[src/rtl/vga_pkg.sv]
// rtl/vga_pkg.sv - shared colour type and default 640x480 timing for the VGA sync block
package vga_pkg;

    typedef struct packed {
        logic [3:0] r;
        logic [3:0] g;
        logic [3:0] b;
    } rgb12_t;

    localparam int CNT_W        = 11;
    localparam int VGA_H_ACTIVE = 640;
    localparam int VGA_H_FP     = 16;
    localparam int VGA_H_SYNC   = 96;
    localparam int VGA_H_BP     = 48;
    localparam int VGA_V_ACTIVE = 480;
    localparam int VGA_V_FP     = 10;
    localparam int VGA_V_SYNC   = 2;
    localparam int VGA_V_BP     = 33;

endpackage

[src/rtl/vga_delay_line.sv]
// rtl/vga_delay_line.sv - fixed-depth register pipeline with async reset to a parameterised value
module vga_delay_line #(
    parameter int               WIDTH   = 1,
    parameter int               DEPTH   = 1,
    parameter logic [WIDTH-1:0] RST_VAL = '0
) (
    input  logic             clk,
    input  logic             rst_n,
    input  logic [WIDTH-1:0] din,
    output logic [WIDTH-1:0] dout
);

    logic [WIDTH-1:0] stage [DEPTH];

    always_ff @(posedge clk or negedge rst_n) begin
        if (!rst_n) begin
            for (int i = 0; i < DEPTH; i++) stage[i] <= RST_VAL;
        end else begin
            stage[0] <= din;
            for (int i = 1; i < DEPTH; i++) stage[i] <= stage[i-1];
        end
    end

    assign dout = stage[DEPTH-1];

endmodule

[src/rtl/vga_sync_out.sv]
// rtl/vga_sync_out.sv - VGA timing counters, sync generation and blanked colour output; VGA_BORDER_EN adds a white frame border
module vga_sync_out
    import vga_pkg::*;
#(
    parameter int H_ACTIVE = VGA_H_ACTIVE,
    parameter int H_FP     = VGA_H_FP,
    parameter int H_SYNC   = VGA_H_SYNC,
    parameter int H_BP     = VGA_H_BP,
    parameter int V_ACTIVE = VGA_V_ACTIVE,
    parameter int V_FP     = VGA_V_FP,
    parameter int V_SYNC   = VGA_V_SYNC,
    parameter int V_BP     = VGA_V_BP,
    parameter int PIPE_DLY = 0
) (
    input  logic             clk,
    input  logic             rst_n,
    input  logic [11:0]      rgb_in,
    output logic [CNT_W-1:0] hc,
    output logic [CNT_W-1:0] vc,
    output logic             active,
    output logic [3:0]       vga_r,
    output logic [3:0]       vga_g,
    output logic [3:0]       vga_b,
    output logic             vga_hs,
    output logic             vga_vs,
    output logic             frame_start
);

    localparam int H_TOTAL = H_ACTIVE + H_FP + H_SYNC + H_BP;
    localparam int V_TOTAL = V_ACTIVE + V_FP + V_SYNC + V_BP;
    localparam logic [CNT_W-1:0] H_LAST = CNT_W'(H_TOTAL - 1);
    localparam logic [CNT_W-1:0] V_LAST = CNT_W'(V_TOTAL - 1);
    localparam logic [CNT_W-1:0] H_VIS  = CNT_W'(H_ACTIVE);
    localparam logic [CNT_W-1:0] V_VIS  = CNT_W'(V_ACTIVE);
    localparam logic [CNT_W-1:0] HS_BEG = CNT_W'(H_ACTIVE + H_FP);
    localparam logic [CNT_W-1:0] HS_END = CNT_W'(H_ACTIVE + H_FP + H_SYNC);
    localparam logic [CNT_W-1:0] VS_BEG = CNT_W'(V_ACTIVE + V_FP);
    localparam logic [CNT_W-1:0] VS_END = CNT_W'(V_ACTIVE + V_FP + V_SYNC);
`ifdef VGA_BORDER_EN
    localparam logic [CNT_W-1:0] H_EDGE = CNT_W'(H_ACTIVE - 1);
    localparam logic [CNT_W-1:0] V_EDGE = CNT_W'(V_ACTIVE - 1);
    localparam int PW = 1 + 2 * CNT_W;
`else
    localparam int PW = 1;
`endif

    logic          run;
    logic          hs_raw;
    logic          vs_raw;
    logic          act_d;
    logic [1:0]    syncs;
    logic [PW-1:0] pre_in;
    logic [PW-1:0] pre_out;
    rgb12_t        pix;

    // The first cycle after reset only arms the counters, so hc=vc=0 is issued
    // (with frame_start) on the cycle following the first clock edge.
    always_ff @(posedge clk or negedge rst_n) begin
        if (!rst_n) run <= 1'b0;
        else        run <= 1'b1;
    end

    always_ff @(posedge clk or negedge rst_n) begin
        if (!rst_n) begin
            hc <= '0;
            vc <= '0;
        end else if (run) begin
            if (hc == H_LAST) begin
                hc <= '0;
                vc <= (vc == V_LAST) ? '0 : vc + 1'b1;
            end else begin
                hc <= hc + 1'b1;
            end
        end
    end

    assign active      = run && (hc < H_VIS) && (vc < V_VIS);
    assign frame_start = run && (hc == '0) && (vc == '0);
    assign hs_raw      = !((hc >= HS_BEG) && (hc < HS_END));
    assign vs_raw      = !((vc >= VS_BEG) && (vc < VS_END));

    vga_delay_line #(
        .WIDTH  (2),
        .DEPTH  (PIPE_DLY + 1),
        .RST_VAL(2'b11)
    ) u_sync_dly (
        .clk  (clk),
        .rst_n(rst_n),
        .din  ({hs_raw, vs_raw}),
        .dout (syncs)
    );

    assign vga_hs = syncs[1];
    assign vga_vs = syncs[0];

    // Blanking (and border coordinates) are delayed to meet rgb_in; the colour
    // register below is the final stage that lines them up with the syncs.
    generate
        if (PIPE_DLY == 0) begin : g_nodly
            assign pre_out = pre_in;
        end else begin : g_dly
            vga_delay_line #(
                .WIDTH  (PW),
                .DEPTH  (PIPE_DLY),
                .RST_VAL('0)
            ) u_pre_dly (
                .clk  (clk),
                .rst_n(rst_n),
                .din  (pre_in),
                .dout (pre_out)
            );
        end
    endgenerate

    assign act_d = pre_out[PW-1];

`ifdef VGA_BORDER_EN
    logic [CNT_W-1:0] hc_d;
    logic [CNT_W-1:0] vc_d;
    logic             edge_px;

    assign pre_in  = {active, hc, vc};
    assign hc_d    = pre_out[2*CNT_W-1:CNT_W];
    assign vc_d    = pre_out[CNT_W-1:0];
    assign edge_px = (hc_d == '0) || (hc_d == H_EDGE) || (vc_d == '0) || (vc_d == V_EDGE);
`else
    assign pre_in = active;
`endif

    always_ff @(posedge clk or negedge rst_n) begin
        if (!rst_n)
            pix <= '0;
        else if (!act_d)
            pix <= '0;
`ifdef VGA_BORDER_EN
        else if (edge_px)
            pix <= rgb12_t'(12'hFFF);
`endif
        else
            pix <= rgb12_t'(rgb_in);
    end

    assign vga_r = pix.r;
    assign vga_g = pix.g;
    assign vga_b = pix.b;

endmodule

[config.mk]
export PLATFORM = sky130hd
export DESIGN_NAME = vga_sync_out
export DESIGN_NICKNAME = d
export VERILOG_FILES = /design/src/rtl/vga_pkg.sv /design/src/rtl/vga_delay_line.sv /design/src/rtl/vga_sync_out.sv
export SDC_FILE = /design/constraint.sdc
export NUM_CORES = 1
export LEC_CHECK = 0
export CAP_MARGIN = 20
export CORE_ASPECT_RATIO = 1.2
export CORE_MARGIN = 2
export CORE_UTILIZATION = 60
export DETAILED_ROUTE_END_ITERATION = 6
export DONT_BUFFER_PORTS = 1
export PLACE_DENSITY = 0.84
export SYNTH_ARGS = -nofsm -noshare
export SYNTH_HDL_FRONTEND = slang
export SYNTH_SLANG_ARGS = --single-unit
[constraint.sdc]
create_clock -name clk -period 3.6 [get_ports clk]
set_input_delay 0.72 -clock clk [delete_from_list [all_inputs] [get_ports clk]]
set_output_delay 0.72 -clock clk [all_outputs]
set_load 0.005 [all_outputs]
==> impl_metrics.ini, run 1 <==
[run]
drv_cap = 0

[placed_design]
portBuffers = 0
place_congestion = 0.903
place_inst = 194
place_hpwl_um = 2410

[floorplan]
ios = 52
die-height_um = 62.4
core_um2 = 2760
fp.dieW_um = 52.7
std_cell_rows = 21
start_util_pct = 61.9
dieArea_um2 = 3290

[timing]
fin_crit_sh_pct = 71.9
rsz0062_at_grt = false
finalSetupViolCount = 0
slew_violations = 0
hold_viol_final = 0
fmax_mhz = 387
hold_ws_ns = 0.0559
period_minus_slack_ns = 2.59
slew_headroom_pct = 65.5
finClkSkew_ns = 0.00873
fin_setup_tns_ns = 0
tightest_slew_ns = 0.510

[power_and_ir_drop]
ir_drop_v = 0.000373
p_leak_nw = 0.791
p_per_area_nw_per_um2 = 460

[cells_and_area]
num_antenna_cells = 0
ff_latch_area_um2 = 928
num-nets-final = 185
fill_cells = 236
drive_above_1_share_pct = 8.33
final_cells = 202
multi_input_area_um2 = 734
area.growth.synth_to_final_pct = 4.18

[logic_synthesis]
ys_seq_elements = 37
synth_seq_area_share_pct = 54.4
synth_area_leader_cell = dfrtp_1
synth_ff_type = dfrtp_1
yosysWarnings = 0
synth.top_cell.area_share_pct = 51.3
synthTopCellsByArea = dfrtp_1 (51%), and2_1 (4.8%), o21ai_0 (3.5%)
synth_fp_nets = 182
avgSynthCellArea_um2 = 10.4
synth-async-reset-ratio_pct = 100
yosys.cell_types.count = 36
syn_area_um2 = 1710
synth_edf_count = 0
synthCells = 164

[clock_network]
clk_latency_ns = 0.34
cts_setup_buffers = 0
root_buffer = clkbuf_4
cts_max_path_buffers = 2
clkSinkCount = 37
path_clk_slew_ns = 0.11
cts_tree = built
cts_resized = 0
cts_htree_levels = 2
cts_hold_buf = 0
numCtsBuffers = 5

[detailed_routing]
wl_per_cell_um = 16.7
drt_iter0_markers = 38
ant_nets = 0
drcViolationCount = 0
viasPerCell = 6.21
wirelength_um = 3380
drt_pass1_iterations = 4
route.vias.total = 1255

[setup_path]
start_kind = register
critical_path_arrival_ns = 1.87
crit_fanout = 6
crit_type = reg2out
endpoint_kind = output pin
required_ns = 2.88

[global_routing]
grt_pass1_wl_um = 5910
track_usage_pct = 24.3
grt_max_degree = 38
gr-total-overflow = 0
grt_pass1_vias = 1252
antenna_found_initial = 0

[worst_hold_path]
hold_path_class = in2async

[run_status]
status = complete, no violations
[cells in the mapped netlist (2+ instances only)]
library cell and number:
nand4_1 8, or3_1 2, nor3_1 5, o21ai_0 12
dfstp_2 2, o31ai_1 3, dfrtp_1 35, nand2_1 15
nor4b_1 3, buf_4 2, inv_1 6, nor2_1 10
ha_1 4, and3_1 4, nand3_1 10, xnor2_1 2
a21oi_1 3, xor2_1 5, and4_1 2, and2_1 13
clkbuf_1 2, or4_1 2
[flip-flops by register name, summed over array words and instances (netlist names)]
register         cells
hc                  11
vc                  11
vga_b                4
vga_g                4
vga_r                4
u_sync_dly.dout      2
run                  1
[where the power goes]
part / switching (W) / total, W / internal, W
clock network: 0.000134 / 0.000208 / 0.0000744
registers: 0.0000554 / 0.000505 / 0.000450
logic: 0.0000540 / 0.000105 / 0.0000514
total: 0.000243 / 0.000818 / 0.000576
[layout by cell type, fill, tap and decap left out, types with 2 or more instances in the layout]
| cell | count |
|---|---|
| dfrtp_1 | 35 |
| nand2_1 | 15 |
| and2_1 | 13 |
| o21ai_0 | 12 |
| nor2_1 | 10 |
| nand3_1 | 10 |
| nand4_1 | 8 |
| inv_1 | 6 |
| nor3_1 | 5 |
| xor2_1 | 5 |
| clkbuf_4 | 5 |
| and3_1 | 4 |
| ha_1 | 4 |
| nor4b_1 | 3 |
| o31ai_1 | 3 |
| a21oi_1 | 3 |
| or4_1 | 2 |
| and4_1 | 2 |
| or3_1 | 2 |
| xnor2_1 | 2 |
| clkinv_2 | 2 |
| dfstp_2 | 2 |
[final cells by class]
type	count	share of cell area [%]
flip-flops and latches	37	52.2
clock buffers	6	2.32
well taps	34	2.39
clock inverters	2	0.563
inverters	6	1.27
multi-input cells	117	41.3
[metrics by stage]
step / area (um^2) / util (%) / setup WS (ns) / power (W)
final: 1780 / 64.5 / 1.01 / 0.000818
after detailed placement: 1730 / 62.6 / 1.25 / 0.000617
after global placement: 1730 / 62.6 / 1.30 / 0.000609
after floorplan: 1710 / - / 1.41 / 0.000596
after global routing: 1780 / 64.5 / 0.865 / 0.000871
after CTS: 1780 / 64.5 / 1.00 / 0.000829
[cells by family (layout without fill, tap and decap cells)]
| group | Yosys count | after routing | synth area share [%] |
|---|---|---|---|
| and+or+nand+nor | 83 | 83 | 28.5 |
| DFF | 37 | 37 | 54.4 |
| AOI/OAI and AO/OA | 21 | 21 | 7.11 |
| buffers and inverters | 10 | 14 | 2.64 |
| xor gates and xnor gates | 7 | 7 | 3.59 |
| adders and majority gates | 4 | 4 | 2.93 |
| other | 1 | 1 | 0.220 |
| muxes | 1 | 1 | 0.659 |
[worst max-delay path, cell delays in order (launching register included)]
cell and delay (ns):
dfrtp_1 0.48, inv_1 0.11, ha_1 0.15, nor4b_1 0.44, nand4_1 0.15, nor2_1 0.20
[path summary, 6_finish.rpt]
check	endpoint	from	cells past startpoint	slack, ns
worst max-delay path	frame_start	vc[1]$_DFFE_PN0P_	5	1.01
worst min-delay path	vc[0]$_DFFE_PN0P_	rst_n	0	0.06
worst max register to register	vc[10]$_DFFE_PN0P_	hc[5]$_DFFE_PN0P_	4	1.22
worst min register to register	vc[7]$_DFFE_PN0P_	vc[7]$_DFFE_PN0P_	1	0.60
max in group asynchronous	u_sync_dly.dout[1]$_DFF_PN1_	rst_n	0	3.37
min in group clk	vga_r[1]$_DFF_PN0_	rgb_in[9]	1	0.50
[layer usage]
layer  vias to the layer above  track usage (%)  wire length, um
met3                         6             11.2              311
met2                        61             37.3             1710
li1                        584                -                -
met1                       604             29.6             1300
met5                         -                0                0
met4                         0             9.29               59
Note: power is estimated with default switching activity, not from simulation.
==> run 2, diff against run 1 <==
Clock period 3.6 ns to 2.4 ns, I/O delays scaled along.
==> impl_metrics.ini, run 2 (synthesis results as in run 1) <==
[run_status]
status = complete, no violations

[clock_network]
root_buffer = clkbuf_4
cts_tree = built
numCtsBuffers = 5
cts_max_path_buffers = 2
path_clk_slew_ns = 0.11
clkSinkCount = 37
cts_htree_levels = 2
clk_latency_ns = 0.34
cts_setup_buffers = 0

[detailed_routing]
viasPerCell = 6.15
drt_iter0_markers = 47
wl_per_cell_um = 16.6
wirelength_um = 3480
ant_nets = 0
route.vias.total = 1291
drcViolationCount = 0
drt_pass1_iterations = 4

[run]
drv_cap = 0

[cells_and_area]
drive_above_1_share_pct = 11.9
layout.cells.most_common_list = dfrtp_1 (35), nand2_1 (15), and2_1 (13), o21ai_0 (12)
num_antenna_cells = 0
area.growth.synth_to_final_pct = 9.38
num-nets-final = 193
fill_cells = 219
top_regs = hc x11, vc x11
final_common_cell = dfrtp_1

[timing]
slew_violations = 0
period_minus_slack_ns = 2.25
fin_crit_sh_pct = 93.7
fmax_mhz = 445
hold_viol_final = 0
slew_headroom_pct = 65.7
finClkSkew_ns = 0.0128
rsz0062_at_grt = false
hold_ws_ns = 0.259
tightest_slew_ns = 0.510
finalSetupViolCount = 0
fin_setup_tns_ns = 0

[worst_hold_path]
min_path_cells = 1
hold_end = vga_g[3]$_DFF_PN0_
hold_path_class = in2reg
min_from = rgb_in[7]

[setup_path]
crit_fanout = 14
start_kind = register
r2r_slack_ns = 0.15
critical_path_arrival_ns = 2.48
crit_type = reg2reg
r2r_start = hc[5]$_DFFE_PN0P_
endpoint_kind = register
reg2reg_to = vc[10]$_DFFE_PN0P_
required_ns = 2.63
reg2reg_depth = 4

[power_and_ir_drop]
power_w = 0.00130
ir_drop_v = 0.000545
p_per_area_nw_per_um2 = 697
p_leak_nw = 0.839

[floorplan]
dieArea_um2 = 3290
die-height_um = 62.4
std_cell_rows = 21
fp.dieW_um = 52.7
core_um2 = 2760
start_util_pct = 61.9
ios = 52

[global_routing]
track_usage_pct = 24.3
antenna_found_initial = 0
grt_pass1_vias = 1313
grt_max_degree = 38
grt_pass1_wl_um = 5890
gr-total-overflow = 0

[placed_design]
place_hpwl_um = 2540
portBuffers = 0
place_congestion = 0.866
## run 2: changes by cell type in the layout (fill, tap and decap cells not counted), sizes merged
cell,before,now
buf,0,7
clkbuf,6,8
clkinv,2,0
dlygate4sd3,0,1
## run 2: worst max path at each step
stage,from,end,slack (ns),depth (start not counted)
3_5_place_dp,hc[5]$_DFFE_PN0P_,vc[10]$_DFFE_PN0P_,0.16,4
3_3_place_gp,hc[5]$_DFFE_PN0P_,vc[10]$_DFFE_PN0P_,0.22,4
2_1_floorplan,hc[5]$_DFFE_PN0P_,vc[10]$_DFFE_PN0P_,0.21,4
4_1_cts,vc[1]$_DFFE_PN0P_,frame_start,0.006,5
6_report,hc[5]$_DFFE_PN0P_,vc[10]$_DFFE_PN0P_,0.15,4
5_1_grt,vc[0]$_DFFE_PN0P_,frame_start,0.05,5
## run 2: metal layers
metal	vias up	global-route usage, %	share of wire (%)
li1	601	-	-
met1	630	28.2	38
met2	54	38.6	52
met3	6	11.2	7.8
met4	0	8.97	1.6
met5	-	0	0
## run 2: final cells by class
cell class                      instances  area, um^2  share of cell area, %
Timing Repair Buffer                    8        75.1                   4.02
Inverter                                6        22.5                   1.21
Sequential cell                        37         928                   49.7
Clock buffer                            8        58.8                   3.15
Tap cell                               34        42.5                   2.28
Multi-Input combinational cell        117         741                   39.7
## run 2: timing repair
action	in CTS	in global routing
endpoints found under the hold margin	37	0
hold buffers	2	0
resized for setup	0	1
endpoints found under the setup margin	0	1
## run 2: critical path, stage by stage (launching register included)
cell and delay [ns]:
dfrtp_1 0.39, or4b_4 0.57, or4_4 0.60, nor3_1 0.24
mux2_2 0.35
## run 2: power by group
| group | internal, W | leakage, nW | switching [W] |
|---|---|---|---|
| combinational | 0.000101 | 0.321 | 0.000126 |
| sequential | 0.000675 | 0.485 | 0.0000566 |
| clock | 0.000145 | 0.0326 | 0.000200 |
| total | 0.000920 | 0.839 | 0.000382 |
## run 2: through the flow
step | instance area (um^2) | util [%] | cells | setup slack, ns
5_1_grt | 1870 | 67.7 | 210 | 0.0544
4_1_cts | 1860 | 67.5 | 210 | 0.00564
3_3_place_gp | 1770 | 64.3 | 200 | 0.221
3_5_place_dp | 1770 | 64.3 | 200 | 0.160
6_report | 1870 | 67.7 | 210 | 0.152
2_1_floorplan | 1710 | - | 164 | 0.210
==> run 3, diff against run 2 <==
Settings changed: CORE_MARGIN 2 to 1, SYNTH_HIERARCHICAL from default to 1.
Clock period 2.4 ns to 2.8 ns, I/O delays scaled along.
==> impl_metrics.ini, run 3 <==
[power_and_ir_drop]
p_leak_nw = 0.825
ir_drop_v = 0.000524
p_switching_w = 0.000301
p_comb_share_pct = 12.0
sw_frac_of_total_pct = 28.2
internal-power_w = 0.000764
clkPwrFrac_pct = 25.8
p_per_area_nw_per_um2 = 583
power_frac_seq_pct = 62.2

[logic_synthesis]
synthTopCellsByCount = dfrtp_1 (35), and2_2 (12), nand3_1 (12)
synth_ff_type = dfrtp_1
synth_seq_area_share_pct = 52.9
avgSynthCellArea_um2 = 10.9
synth_compound_area_share_pct = 5.56
synth_top_family_by_area = simple AND/OR/NAND/NOR gates
ys_seq_elements = 37
yosys.cell_types.count = 39
yosysWarnings = 6
synth-async-reset-ratio_pct = 100
synth.top_cell.area_share_pct = 49.9
syn_area_um2 = 1750
yosys.area_share.simple_pct = 27.8
synth_most_common_cell = dfrtp_1
synth_area_leader_cell = dfrtp_1
yosys.area_share.adder_pct = 2.85
synthCells = 161
synth_fp_nets = 179
synthMuxAreaShare_pct = 1.14
synthTopCellsByArea = dfrtp_1 (50%), and2_2 (5.1%), nand4_1 (3.6%)
synth_edf_count = 0
synth-xor-area-share_pct = 5.49

[timing]
hold_viol_final = 0
period_minus_slack_ns = 2.43
finalSetupViolCount = 0
rsz0062_at_grt = false
fin_crit_sh_pct = 86.9
fin_setup_tns_ns = 0
slew_violations = 0
fmax_mhz = 411
slew_headroom_pct = 60.6
finClkSkew_ns = 0.00798
tightest_slew_ns = 0.587

[worst_hold_path]
hold_path_class = in2async

[setup_path]
critical_path_arrival_ns = 1.87
cp_num_cells = 2
reg2reg_depth = 3
crit_type = reg2out
crit_fanout = 13
path_cells = or4b_1 -> nor3_2
reg2reg_to = vga_b[2]$_DFF_PN0_
cp_top_family = simple AND/OR/NAND/NOR gates
crit_slowest_cell = or4b_1
endpoint_kind = output pin
required_ns = 2.24
cp_slowest_stage_delay_ns = 0.56
start_kind = register
r2r_start = hc[10]$_DFFE_PN0P_
cp.buffers_inverters = 0
r2r_slack_ns = 0.95

[floorplan]
core_um2 = 2790
die-height_um = 61.2
start_util_pct = 63.0
ios = 52
dieArea_um2 = 3140
std_cell_rows = 21
fp.dieW_um = 51.4

[global_routing]
grt_pass1_vias = 1179
antenna_found_initial = 0
track_usage_pct = 23.6
gr-total-overflow = 0
grt_max_degree = 36
grt_pass1_wl_um = 5180

[detailed_routing]
drt_iter0_markers = 26
wirelength_um = 3210
wl_met1_um = 1350
routed-wl-met3_um = 241
route.vias.total = 1222
ant_nets = 0
wl_per_cell_um = 16.4
drcViolationCount = 0
drt_pass1_iterations = 3
top_layer = met4
wl_met2_um = 1570
viasPerCell = 6.23

[cells_and_area]
num-nets-final = 180
post-route-util_pct = 65.6
final_common_cell = dfrtp_1
num_antenna_cells = 0
top_regs = hc x11, vc x11
drive_above_1_share_pct = 16.7
layout.cells.most_common_list = dfrtp_1 (35), and2_2 (12), nand3_1 (12), nand4_1 (10), nand2_1 (8)
fill_cells = 220
area.growth.synth_to_final_pct = 4.21
final_cells = 196

[clock_network]
cts_resized = 0
clk_latency_ns = 0.33
cts_tree = built
path_clk_slew_ns = 0.10
cts_htree_levels = 2
numCtsBuffers = 5
root_buffer = clkbuf_4
clkSinkCount = 37
cts_max_path_buffers = 2

[run]
drv_cap = 0

[placed_design]
portBuffers = 0
place_inst = 188
place_hpwl_um = 2250
place_congestion = 0.871

[run_status]
status = complete, no violations
-- run 3: cell count changes in the layout (fill, tap and decap cells not counted), moves of 3 or more --
cell,before,now
and2_1,13,0
and2_2,0,12
buf_4,6,0
nand2_1,15,8
nor2_1,10,7
nor3_1,5,2
o21ai_0,12,7
o31ai_1,3,0
xnor2_1,2,7
-- run 3: worst max-delay path by stage --
stage | from | to
2_1_floorplan | hc[10]$_DFFE_PN0P_ | active
3_3_place_gp | hc[10]$_DFFE_PN0P_ | active
3_5_place_dp | hc[10]$_DFFE_PN0P_ | active
4_1_cts | hc[10]$_DFFE_PN0P_ | active
5_1_grt | hc[10]$_DFFE_PN0P_ | active
6_report | hc[10]$_DFFE_PN0P_ | active
-- run 3: stage by stage --
| stage | setup WS, ns | power (W) | hold slack, ns | area [um^2] |
|---|---|---|---|---|
| 2_1_floorplan | 0.922 | 0.000761 | 0.264 | 1750 |
| 3_3_place_gp | 0.802 | 0.000784 | 0.265 | 1750 |
| 3_5_place_dp | 0.724 | 0.000789 | 0.265 | 1750 |
| 4_1_cts | 0.333 | 0.00108 | 0.0349 | 1830 |
| 5_1_grt | 0.197 | 0.00113 | 0.0223 | 1830 |
| 6_report | 0.368 | 0.00106 | 0.0420 | 1830 |
-- run 3: logic make-up (layout without fill, tap and decap cells) --
family | after synthesis | in the layout
AND/OR/NAND/NOR | 74 | 74
flip-flops | 37 | 37
AO/OA/AOI/OAI | 18 | 18
buffers and inverters | 14 | 15
XOR/XNOR | 11 | 11
adder cells (fa/ha/maj) | 4 | 4
multiplexers | 2 | 2
other | 1 | 1
-- run 3: timing repair --
| action | in CTS | in global routing |
|---|---|---|
| setup buffers | 0 | 0 |
| hold buffers | 1 | 0 |
| endpoints found under the hold margin | 35 | 0 |
-- run 3: cell type report --
type | count | area, um^2 | share of cell area (%)
clock buffers | 7 | 55.1 | 3.01
inverters | 7 | 26.3 | 1.44
multi-input cells | 110 | 756 | 41.3
flip-flops and latches | 37 | 928 | 50.8
well taps | 34 | 42.5 | 2.33
repair buffers | 1 | 20.0 | 1.10
-- run 3: power groups by stage --
stage | registers (W) | clock network, W | logic (W)
final | 0.000663 | 0.000275 | 0.000128
after global routing | 0.000673 | 0.000306 | 0.000146
after CTS | 0.000662 | 0.000285 | 0.000131
after detailed placement | 0.000672 | 0 | 0.000117
after global placement | 0.000672 | 0 | 0.000112
after floorplan | 0.000640 | 0 | 0.000121
-- run 3: metal layers --
| layer | vias up | GRT usage [%] |
|---|---|---|
| li1 | 570 | - |
| met1 | 598 | 28.0 |
| met2 | 50 | 36.4 |
| met3 | 4 | 10.4 |
| met4 | 0 | 13.1 |
| met5 | - | 0 |
